<file path="src/rtl/irq_ctrl.sv">
`default_nettype none
// ============================================================================
// Module   : irq_ctrl
// Purpose  : Interrupt controller. Collects N_SRC interrupt sources, latches
//            them into a pending register (edge or level mode per source),
//            arbitrates among enabled pending sources and presents one at a
//            time to the CPU as a one-hot HWInt vector. The vector is held
//            until the CPU acknowledges it. The controller then waits for
//            eret before presenting the next source (no nesting).
//            Software configuration and status are reached through a small
//            memory-mapped register file.
// Config   : IRQ_RR_EN defined   -> round-robin arbitration. The search
//                                   starts one past the last acknowledged id.
//            IRQ_RR_EN undefined -> fixed priority, lowest index wins.
// Ports    : clk      - system clock, all state on the rising edge
//            reset    - asynchronous reset, active low
//            irq_in   - raw interrupt source lines (synchronous to clk)
//            addr     - register select (byte address bits [3:2])
//                       0 ENABLE (RW), 1 PENDING (RO / W1C),
//                       2 EDGE (RW, 1 = rising edge), 3 STATUS (RO)
//            we       - register write strobe
//            wdata    - register write data
//            rdata    - register read data, combinational from addr
//            int_out  - one-hot presented interrupt to the CPU
//            int_id   - id of the presented / in-service source
//            int_ack  - CPU took the exception (one-cycle pulse)
//            eret     - CPU executed eret (one-cycle pulse)
// Revision : 1.0 - initial release
// ============================================================================
module irq_ctrl #(
    parameter int N_SRC = 6,
    parameter int ID_W  = 3
) (
    input  logic             clk,
    input  logic             reset,
    input  logic [N_SRC-1:0] irq_in,
    input  logic [1:0]       addr,
    input  logic             we,
    input  logic [31:0]      wdata,
    output logic [31:0]      rdata,
    output logic [N_SRC-1:0] int_out,
    output logic [ID_W-1:0]  int_id,
    input  logic             int_ack,
    input  logic             eret
);

    localparam logic [1:0] ST_IDLE = 2'd0;
    localparam logic [1:0] ST_REQ  = 2'd1;
    localparam logic [1:0] ST_SVC  = 2'd2;

    localparam logic [1:0] A_ENABLE  = 2'd0;
    localparam logic [1:0] A_PENDING = 2'd1;
    localparam logic [1:0] A_EDGE    = 2'd2;
    localparam logic [1:0] A_STATUS  = 2'd3;

    localparam logic [N_SRC-1:0] ONE_HOT0 = {{(N_SRC-1){1'b0}}, 1'b1};

    // Architectural state
    logic [N_SRC-1:0] enable;
    logic [N_SRC-1:0] edge_mode;
    logic [N_SRC-1:0] pending;
    logic [N_SRC-1:0] irq_prev;
    logic [1:0]       state;

    // Next-state / combinational helpers
    logic [N_SRC-1:0] set_vec;
    logic [N_SRC-1:0] clr_vec;
    logic [N_SRC-1:0] pending_nxt;
    logic [N_SRC-1:0] enable_nxt;
    logic [N_SRC-1:0] edge_nxt;
    logic [N_SRC-1:0] cand;
    logic [N_SRC-1:0] id_onehot;
    logic [ID_W-1:0]  winner;
    logic             found;
    logic             ack_take;
    logic             withdraw;
    logic             wr_enable;
    logic             wr_pending;
    logic             wr_edge;

    // Only the low N_SRC bits of wdata carry register content.
    logic unused_wdata;
    assign unused_wdata = ^wdata[31:N_SRC];

    assign wr_enable  = we && (addr == A_ENABLE);
    assign wr_pending = we && (addr == A_PENDING);
    assign wr_edge    = we && (addr == A_EDGE);

    assign id_onehot = ONE_HOT0 << int_id;
    assign ack_take  = (state == ST_REQ) && int_ack;

    // Edge-mode sources set on a rising edge, level-mode sources while high.
    assign set_vec = irq_in & (~edge_mode | ~irq_prev);

    // W1C clears and the acknowledge clear; a coincident set overrides both.
    assign clr_vec = (wr_pending ? wdata[N_SRC-1:0] : '0) |
                     (ack_take ? id_onehot : '0);

    assign pending_nxt = set_vec | (pending & ~clr_vec);
    assign enable_nxt  = wr_enable ? wdata[N_SRC-1:0] : enable;
    assign edge_nxt    = wr_edge ? wdata[N_SRC-1:0] : edge_mode;

    // Arbitration uses the registered (pre-write) values.
    assign cand = pending & enable;

    // The presented request is withdrawn as soon as this cycle's update
    // removes it from the candidate set, so int_out drops on the next edge.
    assign withdraw = ~|(id_onehot & enable_nxt & pending_nxt);

`ifdef IRQ_RR_EN
    localparam int CW = ID_W + 1;

    logic [ID_W-1:0] rr_ptr;

    // Search order: rr_ptr+1, rr_ptr+2, ... wrapping modulo N_SRC.
    // The sum never reaches 2*N_SRC, so a single subtraction wraps it.
    always_comb begin
        logic [CW-1:0] idx;
        winner = '0;
        found  = 1'b0;
        idx    = '0;
        for (int k = 1; k <= N_SRC; k++) begin
            idx = {1'b0, rr_ptr} + CW'(k);
            if (idx >= CW'(N_SRC)) begin
                idx = idx - CW'(N_SRC);
            end
            if (!found && cand[idx[ID_W-1:0]]) begin
                winner = idx[ID_W-1:0];
                found  = 1'b1;
            end
        end
    end

    always_ff @(posedge clk or negedge reset) begin
        if (!reset) begin
            rr_ptr <= '0;
        end else if (ack_take) begin
            rr_ptr <= int_id;
        end
    end
`else
    // Descending scan so the lowest pending index is the last assignment.
    always_comb begin
        winner = '0;
        found  = 1'b0;
        for (int i = N_SRC - 1; i >= 0; i--) begin
            if (cand[i]) begin
                winner = ID_W'(i);
                found  = 1'b1;
            end
        end
    end
`endif

    always_ff @(posedge clk or negedge reset) begin
        if (!reset) begin
            enable    <= '0;
            edge_mode <= '0;
            pending   <= '0;
            irq_prev  <= '0;
            int_out   <= '0;
            int_id    <= '0;
            state     <= ST_IDLE;
        end else begin
            enable    <= enable_nxt;
            edge_mode <= edge_nxt;
            pending   <= pending_nxt;
            irq_prev  <= irq_in;

            case (state)
                ST_IDLE: begin
                    if (found) begin
                        int_id  <= winner;
                        int_out <= ONE_HOT0 << winner;
                        state   <= ST_REQ;
                    end
                end
                ST_REQ: begin
                    // Acknowledge takes precedence over a coincident withdraw.
                    if (int_ack) begin
                        int_out <= '0;
                        state   <= ST_SVC;
                    end else if (withdraw) begin
                        int_out <= '0;
                        state   <= ST_IDLE;
                    end
                end
                ST_SVC: begin
                    // int_id keeps the in-service id until the next decision.
                    if (eret) begin
                        state <= ST_IDLE;
                    end
                end
                default: begin
                    int_out <= '0;
                    state   <= ST_IDLE;
                end
            endcase
        end
    end

    always_comb begin
        rdata = '0;
        case (addr)
            A_ENABLE:  rdata[N_SRC-1:0] = enable;
            A_PENDING: rdata[N_SRC-1:0] = pending;
            A_EDGE:    rdata[N_SRC-1:0] = edge_mode;
            A_STATUS: begin
                rdata[9:8]      = state;
                rdata[ID_W-1:0] = int_id;
            end
            default:   rdata = '0;
        endcase
    end

endmodule
`default_nettype wire
</file>
<file path="config.mk">
export PLATFORM = sky130hd
export DESIGN_NAME = irq_ctrl
export DESIGN_NICKNAME = d
export VERILOG_FILES = /design/src/rtl/irq_ctrl.sv
export SDC_FILE = /design/constraint.sdc
export NUM_CORES = 1
export LEC_CHECK = 0
export CORE_MARGIN = 5
export CORE_UTILIZATION = 48
export CTS_BUF_LIST = sky130_fd_sc_hd__clkbuf_2
export DETAILED_ROUTE_END_ITERATION = 8
export GPL_TIMING_DRIVEN = 0
export MAX_ROUTING_LAYER = met4
export PLACE_DENSITY = 0.88
export SETUP_SLACK_MARGIN = 0.02
export SYNTH_ARGS = -nofsm -noshare
export SYNTH_HDL_FRONTEND = slang
export SYNTH_SLANG_ARGS = --single-unit
export TNS_END_PERCENT = 5
</file>
<file path="constraint.sdc">
create_clock -name clk -period 4.9 [get_ports clk]
set_input_delay 0.49 -clock clk [delete_from_list [all_inputs] [get_ports clk]]
set_output_delay 0.49 -clock clk [all_outputs]
set_load 0.005 [all_outputs]
</file>
# == After elaboration in Yosys (flattened, before gate mapping) ==
# Cells that the tools add are included.
# word_totals
regBits,35
elab_cells,66
inputBits,45
# classes
reduce_logical,10
n_mux,27
shifts,2
eq_ne,8
bitwise,12
# ops
op,n
2-to-1 mux 6 bit,6
bitwise AND 6 bit,5
2-to-1 mux 3 bit,6
NOT 6 bit,3
bitwise OR 6 bit,3
case mux 6 bit (3 select lines),1
case mux 3 bit (4 select lines),1
left shift 1 x 3 -> 6 bit (first input constant),2
2-to-1 mux 2 bit,5
case mux 3 bit (3 select lines),1
equality test 2 bit (second input constant),3
2-to-1 mux 1 bit,6
case mux 2 bit (3 select lines),1
AND reduction 3 bit,2
OR reduction 6 bit,1
equality test 2 x 1 -> 1 bit (second input constant),2
logical AND 1 bit,4
zero test 2 bit,2
!= test 2 bit (second input constant),2
!= test 3 bit (second input constant),1
AND reduction 2 bit,1
NOT 1 bit,1

# == Longest topological paths before layout ==
# Gate-level depths: netlist (run 1).
# depth
ltp_word,12
depth_mapped,8
depth_no_buf,6

# == Worst setup path before layout (run 1) ==
# OpenSTA, ideal clock, no wires.
# synth_path
path_type,input -> register
startpoint,input we
endpoint,register int_out[1]
setup_time_ns,0.121
arrival_ns,2.091
path_stages,7
path_slack_ns,2.687
path_cell_list,buf_4 > nor3b_4 > mux2i_1 > a2111oi_2 > nor4_2 > a21oi_1 > o22a_1
# synth_between
elab_chain_cells,10
# synth_lines
element,line_no,source
start: declaration,38,"input logic we,"
logical AND 1 bit,86,assign wr_pending = we && (addr == A_PENDING);
2-to-1 mux 6 bit,96,assign clr_vec = (wr_pending ? wdata[N_SRC-1:0] : '0) |
bitwise OR 6 bit,96,
NOT 6 bit,99,assign pending_nxt = set_vec | (pending & ~clr_vec);
bitwise AND 6 bit,99,
bitwise OR 6 bit,99,
bitwise AND 6 bit *,108,assign withdraw = ~|(id_onehot & enable_nxt & pending_nxt);
OR reduction 6 bit *,108,
!= test 3 bit (no line) *,--,
AND reduction 3 bit (no line) *,--,
end signal: assignment,174,int_out <= ONE_HOT0 << winner;
end: declaration,41,"output logic [N_SRC-1:0] int_out,"
# Mark *: on every way between the ends. The rest lies on a longest branch, timed or not.
# A chain may end at the register's enable or synchronous reset.

# == Final worst setup path (run 1) ==
# layout_path
startpoint,input addr[1]
endpoint,output rdata[0]
# layout_between
elab_chain_cells,2
# layout_lines
element,line_no,source
start: declaration,37,"input logic [1:0] addr,"
"equality test 2 bit, or another cell as far along",204,case (addr)
case mux 3 bit (4 select lines) *,204,
end: declaration,40,"output logic [31:0] rdata,"
# Marks and branches as above.

==> impl_results.md, run 1 <==
- Outcome: completed
- Clock sink count: 35
- Number of flops mapped to enable cells by yosys: 0
- FF-to-FF End: int_out[1]
- Clk Latency, worst-skew pair: 0.41 ns
- Clk root buf: clkbuf_2
- Iteration-0 DRC Markers: 195
- FMAX: 0.328 GHz
- Yosys top cell by area: dfrtp_1
- Ys async rst share: 100%
- Die Span Y: 76.1 um
- Via count: 1,797
- Final TNS setup: 0 ns
- FF+latch count, synth: 35
- Crit-path cells: clkdlybuf4s50_1 -> buf_1 -> mux4_2 -> clkdlybuf4s50_1
- Unrepaired setup endpoints after global routing: no
- Drt via density: 5.30
- Layout cells sized above 1: 18.8%
- Reg2reg setup slack: 2.61 ns
- Post-synth top flop: dfrtp_1
- Ys Warns: 0
- Fin util: 62.3%
- Initial Util: 48.8%
- Cell leakage power: 1.23 nW
- Yosys cell types: 42
- Avg WL per Cell: 15.0 um
- Worst R2R Path Depth: 8
- Post-route DRC: 0
- Sequential area share after synthesis: 41.8%
- # fillers: 355
- Final worst path period need: 3.05 ns
- Diodes inserted: 0
- DR pass1 iterations: 4
- Pins over their slew limit: 0
- Total gr overflow: 0
- Resized cells post-CTS: 0
- Remaining antenna violation count: 0
- Slowest cell delay on critical path: 0.57 ns
- Final hold vios: 0
- Worst-Margin Slew: 0.787 ns
- Reg2reg start: state[1]
- Port-buffer cells: 34
- CP Capture Point: rdata[0]
- CTS Buffer Depth: 2
- H-tree depth: 2
- Hold buffers post-CTS: 0
- Most used cell, CP: clkdlybuf4s50_1
- Relative slew slack: 47.6%
- Clock transition at path regs: 0.21 ns
- Vias in the first global route: 1,845
- Placeable Area: 0.00429 mm2
- Net count, final: 331
- CTS Buf Count: 5
- CP Buf/Inv Count: 3
- Total GRT Usage: 18.7%
- TritonCTS clock tree: built
- Cells after Synth: 222
- First-pass GRT wire length: 8640 um
- Syn-to-layout area delta: 27.6%
- Maximum vdd drop: 0.227 mV
- GR Util met2: 30.0%
- Average cell area after synthesis: 9.44 um2
- Cell Pwr Density: 425 mW/mm2
- Post-Synthesis Cell Area: 0.00210 mm2
- CP arrival: 2.56 ns
- Met1 usage: 21.8%
- Crit share post-route: 62.2%
- Setup violators final: 0
- MaxCap Viol Count: 0
- Die width: 76.1 um
- Critical path capture point type: primary output
- Crit Path Max Fanout: 10
- Rows: 24
- Largest net degree at the start of global routing: 36
- Instance count on the critical path: 4
- Critical Path RT: 4.41 ns
- Share of the synthesized area in the top cell type: 41.8%
- Largest cells by area after synthesis: dfrtp_1 (42%), buf_4 (9.0%), nand2_1 (6.3%)
- RD Place Congestion: 0.912
- Die ar.: 0.00579 mm2
- Slowest-stage cell, CP: mux4_2
- Top Ports: 86
- Gr busiest metal: met2
- Crit Path Category: in2out
- Post-CTS setup buffers: 0
- Fin Clk Skew: 0.0287 ns
- CP top delay family: buffers and inverters
- Post-DP HPWL: 3760 um
- Antenna violations before repair: 0
- Min-Delay Path Class: in2async
- Worst Setup SP: addr[1]
- CP startpoint kind: primary input
- GR met3 Demand/Resource: 4.85%
- Detailed Route WL: 5070 um
layout make-up:
cell class	count	area [um2]	area share, %
buffer	32	218	8.14
clock buffer	5	25.0	0.935
clock inverter	3	67.6	2.53
inverter	7	26.3	0.982
multi-input combinational	171	1060	39.7
sequential	35	876	32.7
tap	52	65.1	2.43
timing repair buffer	34	335	12.5
where the power goes:
part	total, mW	switching (mW)	internal [mW]
sequential	0.404	0.0594	0.345
clock	0.244	0.107	0.137
combinational	0.490	0.262	0.228
cells in the mapped netlist (3+ instances only):
cell type,number
nor2_1,11
nand2b_1,5
buf_4,25
and3_1,4
mux2i_1,9
or3_1,3
a22oi_1,3
dfrtp_1,35
o211ai_1,6
a21oi_1,6
mux4_2,3
nor4_1,3
a31oi_1,3
o21ai_0,18
inv_1,7
buf_2,3
mux2_2,6
nand2_1,35
nor3_1,6
through the flow:
stage / power [mW] / setup slack, ns / cell area (um2) / instances / hold slack [ns]
3_3_place_gp: 0.871 / 1.85 / 2590 / 331 / 0.484
2_1_floorplan: 0.718 / 2.69 / 2180 / 245 / 0.194
4_1_cts: 1.13 / 1.84 / 2680 / 339 / 0.140
5_1_grt: 1.21 / 1.78 / 2680 / 339 / 0.169
6_report: 1.14 / 1.85 / 2680 / 339 / 0.120
3_5_place_dp: 0.888 / 1.84 / 2580 / 331 / 0.490
how the worst min path moves through the flow:
| stage | to | slack, ns |
|---|---|---|
| after floorplan | edge_mode[0] | 0.19 |
| after global placement | int_out[1] | 0.48 |
| after detailed placement | int_out[1] | 0.49 |
| after CTS | irq_prev[4] | 0.14 |
| after global routing | irq_prev[4] | 0.17 |
| final | irq_prev[4] | 0.12 |
cell usage in the layout, fill, tap and decap left out, types with 4 or more instances in the layout:
| cell type | n |
|---|---|
| nand2b_1 | 5 |
| buf_4 | 25 |
| conb_1 | 24 |
| and3_1 | 4 |
| buf_2 | 4 |
| inv_1 | 7 |
| clkbuf_2 | 5 |
| nor3_1 | 6 |
| nand2_1 | 35 |
| nor2_1 | 11 |
| clkdlybuf4s50_1 | 33 |
| o21ai_0 | 18 |
| mux2i_1 | 9 |
| a21oi_1 | 6 |
| mux2_2 | 6 |
| o211ai_1 | 6 |
| dfrtp_1 | 35 |
registers in the layout, indices dropped and copies added (netlist names):
register and count:
enable 6, edge_mode 6, int_out 6, int_id 3, state 2, pending 6
irq_prev 6
cells by family after synthesis:
| family | share of synthesized area [%] |
|---|---|
| AOI/OAI and AO/OA | 16.1 |
| buffers and inverters | 11.6 |
| DFF | 41.8 |
| muxes | 10.7 |
| other | 0.179 |
| and+or+nand+nor | 19.6 |
metal layers:
layer / vias up / routed length [um]
li1: 876 / -
met1: 841 / 2090
met2: 67 / 2530
met3: 13 / 316
met4: 0 / 138
met5: - / 0
No activity file was read; power rests on OpenSTA's default activity.
==> run 2, diff against run 1 <==
--- a/config.mk
+++ b/config.mk
@@ -6,12 +6,12 @@
 export NUM_CORES = 1
 export LEC_CHECK = 0
 export CORE_MARGIN = 5
-export CORE_UTILIZATION = 48
+export CORE_UTILIZATION = 40
 export CTS_BUF_LIST = sky130_fd_sc_hd__clkbuf_2
 export DETAILED_ROUTE_END_ITERATION = 8
 export GPL_TIMING_DRIVEN = 0
 export MAX_ROUTING_LAYER = met4
-export PLACE_DENSITY = 0.88
+export PLACE_DENSITY = 0.78
 export SETUP_SLACK_MARGIN = 0.02
 export SYNTH_ARGS = -nofsm -noshare
 export SYNTH_HDL_FRONTEND = slang
==> constraint.sdc (replaced) <==
create_clock -name clk -period 2.5 [get_ports clk]
set_input_delay 0.25 -clock clk [delete_from_list [all_inputs] [get_ports clk]]
set_output_delay 0.25 -clock clk [all_outputs]
set_load 0.005 [all_outputs]
==> impl_results.md, run 2 (synthesis results as in run 1) <==
- Layout cells sized above 1: 20.1% (+1.3 points)
- RD Place Congestion: 0.873 (-4.2%)
- Top Ports: 86 (unchanged)
- CTS Buf Count: 5 (unchanged)
- Relative slew slack: 47.7% (+0.095 points)
- Die ar.: 0.00679 mm2 (+17%)
- Total GRT Usage: 17.4% (-1.3 points)
- Cell leakage power: 1.23 nW (about the same)
- Min-Delay Path Class: in2reg
- Cell Pwr Density: 766 mW/mm2 (+80%)
- Remaining antenna violation count: 0 (unchanged)
- Final worst path period need: 2.34 ns
- Via count: 1,803 (+0.33%)
- Iteration-0 DRC Markers: 95 (-51%)
- FF/Latch Area: 876 um2 (unchanged)
- Avg WL per Cell: 14.7 um (-1.8%)
- Area post-placement: 0.00261 mm2 (+0.87%)
- Final hold vios: 0 (unchanged)
- Detailed Route WL: 5260 um (+3.7%)
- Final Power: 2.05 mW (+80%)
- Clock transition at path regs: 0.18 ns (-0.03 ns)
- H-tree depth: 2 (unchanged)
- # fillers: 516 (+45%)
- Rows: 26 (+8.3%)
- CP Buf/Inv Count: 3 (unchanged)
- DR pass1 iterations: 4 (unchanged)
- Final Cell Area: 0.00268 mm2 (about the same)
- CP startpoint kind: primary input
- Most frequent cells in the layout: nand2_1 (35), dfrtp_1 (35), clkdlybuf4s50_1 (33), buf_4 (25), conb_1 (24)
- Net count, final: 332 (+0.30%)
- Post-route DRC: 0 (unchanged)
- Fin util: 52.4% (-9.9 points)
- TritonCTS clock tree: built
- CTS Buffer Depth: 2 (unchanged)
- Maximum vdd drop: 0.460 mV (+100%)
- Placeable Area: 0.00511 mm2 (+19%)
- Vias in the first global route: 1,764 (-4.4%)
- Antenna violations before repair: 0 (unchanged)
- Drt via density: 5.04 (-5.0%)
- Post-DP HPWL: 3980 um (+5.9%)
- Clk root buf: clkbuf_2
- FMAX: 0.428 GHz
- Crit Path Category: in2out
- Crit-path cells: clkdlybuf4s50_1 -> buf_2 -> mux4_2 -> clkdlybuf4s50_1
- Crit Path Max Fanout: 10 (unchanged)
- Outcome: completed
- Largest net degree at the start of global routing: 36 (unchanged)
- Diodes inserted: 0 (unchanged)
- Critical Path RT: 2.25 ns (-2.16 ns)
- Total gr overflow: 0 (unchanged)
- CP top delay family: buffers and inverters
- Pins over their slew limit: 0 (unchanged)
- Die width: 82.4 um (+8.3%)
- First-pass GRT wire length: 8540 um (-1.1%)
- Port-buffer cells: 34 (unchanged)
- CP arrival: 2.09 ns (-0.47 ns)
- Most used cell, CP: clkdlybuf4s50_1
- Initial Util: 41.0% (-7.8 points)
- MaxCap Viol Count: 0 (unchanged)
- Slowest-stage cell, CP: clkdlybuf4s50_1
- Clock sink count: 35 (unchanged)
- Syn-to-layout area delta: 27.7% (about the same)
- Multi-input gate area: 0.00108 mm2 (+1.8%)
- Crit share post-route: 93.5%
- Unrepaired setup endpoints after global routing: yes
- Slowest cell delay on critical path: 0.54 ns (-0.03 ns)
- Clk Latency, worst-skew pair: 0.40 ns (about the same)
- Fin Clk Skew: 0.0162 ns (-0.0124 ns)
- Setup violators final: 0 (unchanged)
- Critical path capture point type: primary output
- Worst-Margin Slew: 0.785 ns (-0.00142 ns)
- Die Span Y: 82.4 um (+8.3%)
[run 2: cell types whose count changed in the layout (fill, tap and decap cells not counted), sizes merged]
cell         before  now
buf              31   30
bufinv            2    0
clkbuf            7   10
clkinv            0    1
clkinvlp          1    0
dlygate4sd3       0    1
[run 2: path summary, 6_finish.rpt]
path / start / endpoint / slack [ns] / cells after the start
setup / recovery: addr[1] / rdata[1] / 0.16 / 4
hold / removal: we / pending[5] / 0.27 / 4
setup reg to reg: state[1] / int_out[1] / 0.26 / 8
hold reg to reg: int_out[1] / int_out[1] / 0.55 / 1
max in group asynchronous: reset / int_out[0] / 1.56 / 2
min in group asynchronous: reset / irq_prev[4] / 0.44 / 2
[run 2: timing repair]
action	CTS	global route
endpoints found under the setup margin	6	5
gates resized for setup	1	4
endpoints found under the hold margin	35	0
hold buffers	1	0
pin swaps	0	0
setup buffers	0	0
[run 2: area by class of cell]
cell class              instances  share of cell area, %
multi-input cells             171                   40.4
inverters                       7                  0.982
clock inverters                 1                  0.187
well taps                      70                   3.27
clock buffers                   7                   1.31
flip-flops and latches         35                   32.7
plain buffers                  32                   8.23
repair buffers                 35                   12.9
[run 2: where the power goes]
group / switching, mW / internal, mW / total [mW]
clock network: 0.193 / 0.0762 / 0.269
logic: 0.533 / 0.458 / 0.990
registers: 0.116 / 0.675 / 0.791
total: 0.841 / 1.21 / 2.05
[run 2: metal layers]
layer  GRT usage (%)  routed length [um]  vias to the layer above
li1                -                   -                      874
met1            22.3                2200                      855
met2            27.3                2590                       68
met3            3.47                 411                        6
met4            6.15                  59                        0
met5               -                   0                        -
[run 2: through the flow]
stage / hold slack [ns] / setup TNS (ns) / setup WS [ns] / instances
2_1_floorplan: -0.0456 / 0 / 0.527 / 245
3_3_place_gp: 0.498 / -1.06 / -0.234 / 349
3_5_place_dp: 0.380 / -1.51 / -0.303 / 349
4_1_cts: 0.269 / 0 / 0.0674 / 358
5_1_grt: 0.288 / 0 / 0.0190 / 358
6_report: 0.275 / 0 / 0.163 / 358
[run 2: worst reg2reg max path: cells and delay by family (launching register included)]
family	cells	cell delay, ns
DFF	1	0.35
buffers and inverters	2	0.42
and+or+nand+nor	2	0.29
AOI/OAI and AO/OA	4	1.14
